### src/rtl/alu_issue_stage.sv
// ---------------------------------------------------------------------------
// alu_issue_stage
//
// Request buffer and result register wrapped around an external combinational
// 32-bit ALU. Decode pushes {a, b, op} requests through a valid/ready
// handshake into a small FIFO. The FIFO head is presented to the ALU, and the
// ALU result is captured into a single output slot that writeback drains
// through its own valid/ready handshake.
//
// Parameters
//   W      operand/result width
//   DEPTH  FIFO entries (power of 2, >= 2)
//
// Ports
//   clk, rst             rising-edge clock, synchronous active-high reset
//   in_valid/in_ready    request handshake from decode
//   in_a, in_b, in_op    request operands (signed) and op code
//                        (000 and, 001 or, 010 add, 110 sub, 111 slt)
//   alu_a, alu_b, alu_op FIFO head driven to the ALU (zero when empty)
//   alu_z, alu_ex        combinational ALU result and zero/ex flag
//   out_valid/out_ready  result handshake towards writeback
//   out_z, out_ex        registered result and flag
//   out_err              registered result came from an illegal op
//   count                FIFO occupancy
//   err_cnt              number of illegal ops issued, saturating at 255
// ---------------------------------------------------------------------------
module alu_issue_stage #(
    parameter int W     = 32,
    parameter int DEPTH = 4
) (
    input  logic                         clk,
    input  logic                         rst,

    input  logic                         in_valid,
    output logic                         in_ready,
    input  logic [W-1:0]                 in_a,
    input  logic [W-1:0]                 in_b,
    input  logic [2:0]                   in_op,

    output logic [W-1:0]                 alu_a,
    output logic [W-1:0]                 alu_b,
    output logic [2:0]                   alu_op,
    input  logic [W-1:0]                 alu_z,
    input  logic                         alu_ex,

    output logic                         out_valid,
    input  logic                         out_ready,
    output logic [W-1:0]                 out_z,
    output logic                         out_ex,
    output logic                         out_err,

    output logic [$clog2(DEPTH+1)-1:0]   count,
    output logic [7:0]                   err_cnt
);

    localparam int AW = (DEPTH > 1) ? $clog2(DEPTH) : 1;
    localparam int CW = $clog2(DEPTH + 1);

    localparam logic [CW-1:0] FULL_COUNT = CW'(DEPTH);
    localparam logic [AW-1:0] LAST_SLOT  = AW'(DEPTH - 1);

    localparam logic [2:0] OP_AND = 3'b000;
    localparam logic [2:0] OP_OR  = 3'b001;
    localparam logic [2:0] OP_ADD = 3'b010;
    localparam logic [2:0] OP_SUB = 3'b110;
    localparam logic [2:0] OP_SLT = 3'b111;

    // FIFO storage, kept as three parallel arrays so each field maps
    // directly onto its ALU input.
    logic [W-1:0]  mem_a  [DEPTH];
    logic [W-1:0]  mem_b  [DEPTH];
    logic [2:0]    mem_op [DEPTH];

    logic [AW-1:0] rd_ptr;
    logic [AW-1:0] wr_ptr;

    logic          fifo_empty;
    logic          push;
    logic          load;
    logic          head_illegal;
    logic          err_sat;

    // Pointers wrap explicitly at the last slot instead of relying on
    // natural binary overflow, so the wrap point is obvious when reading.
    function automatic logic [AW-1:0] next_ptr(input logic [AW-1:0] p);
        next_ptr = (p == LAST_SLOT) ? '0 : p + AW'(1);
    endfunction

    // Only the five documented op codes are legal; 011, 100 and 101 are
    // reported through out_err instead of being trusted to the ALU.
    function automatic logic is_legal(input logic [2:0] op);
        is_legal = (op == OP_AND) || (op == OP_OR) || (op == OP_ADD) ||
                   (op == OP_SUB) || (op == OP_SLT);
    endfunction

    // Handshake decisions. in_ready looks only at the current occupancy, so
    // a full FIFO refuses a request even in a cycle where it also pops; this
    // keeps in_ready free of any path from out_ready.
    always_comb begin
        fifo_empty   = (count == '0);
        in_ready     = (count != FULL_COUNT);
        push         = in_valid & in_ready;
        load         = ~fifo_empty & (~out_valid | out_ready);
        head_illegal = ~is_legal(alu_op);
        err_sat      = (err_cnt == 8'hFF);
    end

    // The ALU sees the FIFO head; an empty FIFO presents all zeros so the
    // ALU inputs never show stale data from an already-issued entry.
    always_comb begin
        alu_a  = '0;
        alu_b  = '0;
        alu_op = OP_AND;
        if (!fifo_empty) begin
            alu_a  = mem_a[rd_ptr];
            alu_b  = mem_b[rd_ptr];
            alu_op = mem_op[rd_ptr];
        end
    end

    // FIFO payload writes. The contents need no reset: the pointers and
    // count alone decide what is valid, so clearing them discards the data.
    always_ff @(posedge clk) begin
        if (push) begin
            mem_a[wr_ptr]  <= in_a;
            mem_b[wr_ptr]  <= in_b;
            mem_op[wr_ptr] <= in_op;
        end
    end

    // Pointer and occupancy bookkeeping. A simultaneous push and pop moves
    // both pointers and leaves the count unchanged.
    always_ff @(posedge clk) begin
        if (rst) begin
            wr_ptr <= '0;
            rd_ptr <= '0;
            count  <= '0;
        end else begin
            if (push) begin
                wr_ptr <= next_ptr(wr_ptr);
            end
            if (load) begin
                rd_ptr <= next_ptr(rd_ptr);
            end
            unique case ({push, load})
                2'b10:   count <= count + CW'(1);
                2'b01:   count <= count - CW'(1);
                default: count <= count;
            endcase
        end
    end

    // Output slot. A new result is captured whenever the slot is empty or
    // is being drained this very cycle, which gives one result per cycle
    // while writeback keeps out_ready high. A stalled slot is left untouched
    // so its payload holds stable until it is taken.
    always_ff @(posedge clk) begin
        if (rst) begin
            out_valid <= 1'b0;
            out_z     <= '0;
            out_ex    <= 1'b0;
            out_err   <= 1'b0;
        end else if (load) begin
            out_valid <= 1'b1;
            if (head_illegal) begin
                out_z   <= '0;
                out_ex  <= 1'b1;
                out_err <= 1'b1;
            end else begin
                out_z   <= alu_z;
                out_ex  <= alu_ex;
                out_err <= 1'b0;
            end
        end else if (out_valid && out_ready) begin
            out_valid <= 1'b0;
        end
    end

    // Illegal-op counter. It counts issues (loads), not arrivals, and
    // sticks at 255 rather than wrapping back to a misleading small value.
    always_ff @(posedge clk) begin
        if (rst) begin
            err_cnt <= '0;
        end else if (load && head_illegal && !err_sat) begin
            err_cnt <= err_cnt + 8'd1;
        end
    end

endmodule

### config.mk
export PLATFORM = sky130hd
export DESIGN_NAME = alu_issue_stage
export DESIGN_NICKNAME = d
export VERILOG_FILES = /design/src/rtl/alu_issue_stage.sv
export SDC_FILE = /design/constraint.sdc
export NUM_CORES = 1
export LEC_CHECK = 0
export ABC_AREA = 1
export CAP_MARGIN = 40
export CORE_MARGIN = 5
export CORE_UTILIZATION = 53
export CTS_CLUSTER_DIAMETER = 80
export CTS_CLUSTER_SIZE = 20
export DETAILED_ROUTE_END_ITERATION = 6
export GPL_TIMING_DRIVEN = 0
export PLACE_DENSITY = 0.9
export RECOVER_POWER = 100
export SETUP_SLACK_MARGIN = 0.1
export SLEW_MARGIN = 20
export SYNTH_ARGS = -nofsm -noshare
export SYNTH_HDL_FRONTEND = slang
export SYNTH_SLANG_ARGS = --single-unit
### constraint.sdc
create_clock -name clk -period 5.8 [get_ports clk]
set_input_delay 1.16 -clock clk [delete_from_list [all_inputs] [get_ports clk]]
set_output_delay 1.16 -clock clk [all_outputs]
set_load 0.1 [all_outputs]
======== Word level (Yosys, flattened, before mapping) ========
Memory sizes are Yosys's and may differ from the RTL's. A register that Yosys moved wholly into a read port is not among the register bits.
Cells that the tools add are included.
operators by class
  mux-type cells .......................... 19
  reduce and logical (&&, ||, !) cells .... 12
  bitwise gates (word level) .............. 6
  eq/ne operators ......................... 10
  $add $sub $neg .......................... 5
operator list
  kind                                              count
  two-way mux 32 bit                                3
  two-way mux 2 bit                                 8
  adder 8 x 1 -> 8 bit, second input constant       1
  == test 8 bit, second input constant              1
  == test 2 bit, second input constant              3
  == test 3 bit, second input constant              2
  zero test 3 bit                                   2
  two-way mux 1 bit                                 6
  one-hot mux 3 bit (2 select lines)                1
  adder 2 x 1 -> 2 bit, second input constant       2
  logical OR 1 bit                                  4
  nonzero test 2 bit                                2
  adder 3 x 1 -> 3 bit, second input constant       1
  == test 3 x 1 -> 1 bit, second input constant     1
  == test 3 x 2 -> 1 bit, second input constant     1
  logical AND 1 bit                                 3
  two-way mux 3 bit                                 1
  != test 3 bit, second input constant              1
  inverter 1 bit                                    3
  subtractor 3 x 1 -> 3 bit, second input constant  1
  AND 1 bit                                         2
  == test 2 x 1 -> 1 bit, second input constant     1
  zero test 1 bit                                   1
  OR 1 bit                                          1
storage, ports and cells
  memories kept ........................... 3
  bits in writable memories ............... 268
  register bits ........................... 50
  bits of input ports ..................... 104
  output and inout bits ................... 114
  logic and storage cells ................. 63
memory list
  name    words  bits a word  read ports  clocked after memory_dff  wr ports  RTL line  source
  mem_a   4      32           1           1                         1         70        logic [W-1:0] mem_a [DEPTH];
  mem_b   4      32           1           1                         1         71        logic [W-1:0] mem_b [DEPTH];
  mem_op  4      3            1           1                         1         72        logic [2:0] mem_op [DEPTH];

======== Depth between registers and ports, before layout ========
  word-level depth ........................ 10
  gate-level depth with buffers ........... 13
  gate-level depth less buffers ........... 11

======== Worst setup path after synthesis ========
OpenSTA, ideal clock, no wires.
  path type ............................... flip-flop to flip-flop
  start point ............................. register count[1]
  end point ............................... memory mem_a[0][0], enable pin
  period minus slack after synthesis ...... 5.780 ns
  setup time .............................. 0.493 ns
  required time ........................... 5.307 ns
  arrival time ............................ 5.287 ns
  cell stages (with the launch flop) ...... 5
  slack ................................... 0.020 ns
  buffers on the path ..................... 0
  path through ............................ dfxtp_1 -> inv_1 -> nand3_1 -> nand2_1 -> nor2_1
between the ends
  longest elaborated chain between the ends .. 4
RTL lines
  what                                     RTL line  source
  from (decl)                              52        output logic [$clog2(DEPTH+1)-1:0] count,
  from (signal assigned)                   146       2'b10: count <= count + CW'(1);
  from (signal assigned)                   147       2'b01: count <= count - CW'(1);
  from (signal assigned)                   148       default: count <= count;
  != test 3 bit                            101       in_ready = (count != FULL_COUNT);
  named net in_ready                       35        output logic in_ready,
  AND 1 bit                                102       push = in_valid & in_ready;
  two-way mux 1 bit                        124       if (push) begin
  two-way mux 1 bit (implied by the code)  125       mem_a[wr_ptr] <= in_a;
  to (decl)                                70
The timed path passes the listed nets, and every way through them passes these cells.

==> summary.txt <==
Floorplanning
  • Initial Util: 0.536
  • Die Y: 164 um
  • Ports: 218
  • Die width: 164 um
  • Die area: 26,900 um2
  • FP Rows: 56
  • Core Area: 23,400 um2

Timing
  • Final period utilization: 0.880
  • Fmax: 196 MHz
  • Least-Margin Pin Slew: 2000 ps
  • RSZ-0062 raised after global routing: no
  • Setup tns final: 0 ps
  • Clk_skew: 11.6 ps
  • Pins Over Slew Limit: 165
  • Slew headroom: -0.340
  • Fin. Hold Viols: 0
  • Post-route minimum period: 5100 ps
  • Finish-stage setup viols: 0

Global route
  • All-Layer GR Usage: 0.268
  • Largest net degree at the start of global routing: 26
  • Initial antenna violation count: 9
  • Number of global-route vias before repair: 10,473
  • Grt ovf: 0
  • First-pass GRT wire length: 55,700 um

Final layout
  • Cell area after layout: 17,100 um2
  • Area growth syn-to-layout: 35.9%
  • Layout cells sized above 1: 0.0685
  • Final nets: 1,560

Logic synthesis
  • #FFs+latches synth: 320
  • Largest family of logic cells by synthesized area: simple AND/OR/NAND/NOR gates
  • Ys flop type: edfxtp_1
  • Post-Syn Instances: 1,086
  • Post-synth top area cell: edfxtp_1
  • Post-synthesis simple-gate area fraction: 0.129
  • Cell area after synthesis: 12,500 um2
  • Register area share after synthesis: 0.724
  • Distinct cells, synth: 29
  • Top cells by area, synth: edfxtp_1 (64%), nor2_1 (9.2%), dfxtp_1 (8.3%), o21ai_0 (6.7%), a21oi_1 (3.1%)
  • Avg Inst Size Synth: 11.6 um2
  • Mux share of post-synthesis cell area: 0
  • Compound-Gate Fraction of Synth Area: 0.102
  • Synth Area in Adders: 0.00858
  • Async set-reset flop share out of synthesis: 0
  • Leading cell types by count after synthesis: nor2_1 (308), edfxtp_1 (268), o21ai_0 (168)
  • Synth warn: 0
  • Most frequent cell after synthesis: nor2_1
  • Top-area cell type share of the netlist area: 0.641
  • Syn_nets: 1,198
  • Post-synth EDFFs: 268
  • Post-synthesis xor/xnor area fraction: 0.00209

Critical path
  • Kind of critical path: reg -> out
  • Critical path arrival: 3940 ps
  • Critical Path End Type: output port
  • CP startpoint kind: register
  • Crit Path Max Fanout: 10
  • Flop-to-flop setup slack: 1470 ps
  • R2R depth: 6
  • Worst EP required: 4640 ps
  • Worst r2r src: count[1]
  • FF-to-FF End: mem_a[0][5]

CTS
  • TritonCTS clock tree: done
  • Cts hold-fix bufs: 0
  • CTS Buf Count: 19
  • CTS sink cnt: 320
  • Post-CTS Setup Inserts: 0
  • Root Buffer: clkbuf_16
  • Clock transition at the registers of the reported paths: 90 ps
  • Skew-Pair Late Insertion Delay: 500 ps
  • H-tree levels: 1
  • Longest Clk Path Bufs: 3
  • Post-CTS sizing: 0

Drt
  • Routed Wire Length: 36,400 um
  • Initial DRC Count: 935
  • DR pass1 iterations: 5
  • Routed Antenna Nets: 0
  • Routed wire per std cell: 20.4 um
  • DRC: 0
  • Vias per Instance: 5.56
  • Via count: 9,929

Hold path
  • Hold Crit Class: reg -> reg
  • Hold Path Depth: 2
  • HP Start: out_err
  • Hold EP: out_err

Job
  • MaxCap Viol Count: 7

Placement
  • DP HPWL: 25,800 um
  • Post-DP Area: 17,400 um2
  • Placer Congestion: 0.776
  • Port buffer count: 217

Outcome
  • Failing checks: capacitance limit, slew limit
  • Status: finished with violations
## cells in the final DEF, fill, tap and decap left out, types with 2 or more instances in the layout
cell type and instances:
a21oi_1 78, buf_1 9, buf_16 22, buf_2 11
buf_6 4, buf_8 37, clkbuf_1 120, clkbuf_16 19
clkdlybuf4s50_1 91, dfxtp_1 52, diode_2 7, dlygate4sd3_1 126
edfxtp_1 268, ha_1 7, inv_1 29, inv_2 2
nand2_1 43, nand3_1 13, nand4_1 6, nor2_1 308
nor3_1 33, o21ai_0 168, xor2_1 3
## cell families (layout without fill, tap and decap cells)
| logic type | count (synthesis) | after routing |
|---|---|---|
| flip-flops | 320 | 320 |
| other | 0 | 7 |
| AO/OA/AOI/OAI | 251 | 251 |
| AND/OR/NAND/NOR | 405 | 405 |
| buffers and inverters | 99 | 473 |
| adder cells (fa/ha/maj) | 8 | 8 |
| XOR/XNOR | 3 | 3 |
## routing by layer
layer  track usage  share of wire  wire [um]
met5             0         0.0015         55
met4        0.0995          0.037       1360
met3        0.0545          0.085       3100
met2         0.486           0.53      19100
met1         0.315           0.35      12700
## critical path, stage by stage, from the launching register on
cell             delay [ps]
dfxtp_1                 320
buf_6                   130
inv_4                    80
clkbuf_1                560
clkbuf_1                460
o21ai_0                 240
a21oi_1                 220
clkdlybuf4s50_1         530
clkbuf_1                890
## layout make-up
type	count	area, um2
clock buffer	33	528
inverter	33	126
tap	319	399
fill	1455	6340
multi-input combinational	667	3010
antenna	7	17.5
buffer	66	292
sequential	320	9090
timing repair buffer	341	3590
## worst max path at each step
stage	startpoint	endpoint	slack, ps	cells past startpoint
finish	register	alu_b[8]	700	8
global route	register	alu_b[26]	530	8
CTS	register	alu_b[23]	1230	8
detailed placement	register	alu_b[23]	1780	8
global placement	in_valid	mem_a[0][3]	-1270	3
floorplan	count[1]	mem_a[0][0]	20	4
## metrics by stage
stage                util  setup WS (ps)  hold slack (ps)  std cells
floorplan               -           20.4              490       1086
global placement    0.646          -1270              453       1622
detailed placement  0.742           1780              500       1746
CTS                 0.765           1230              513       1779
global route        0.729            534              535       1784
finish              0.729            696              515       1786
## sequential cells by signal, summed over array words and instances (netlist names), named ones only
name       flops
count          3
err_cnt        8
mem_a        128
mem_b        128
mem_op        12
out_err        1
out_ex         1
out_valid      1
out_z         32
rd_ptr         2
wr_ptr         2
Power is left out: the tool's default activity adds up to more than one toggle a clock period on the data nets, which glitch-free logic cannot reach.
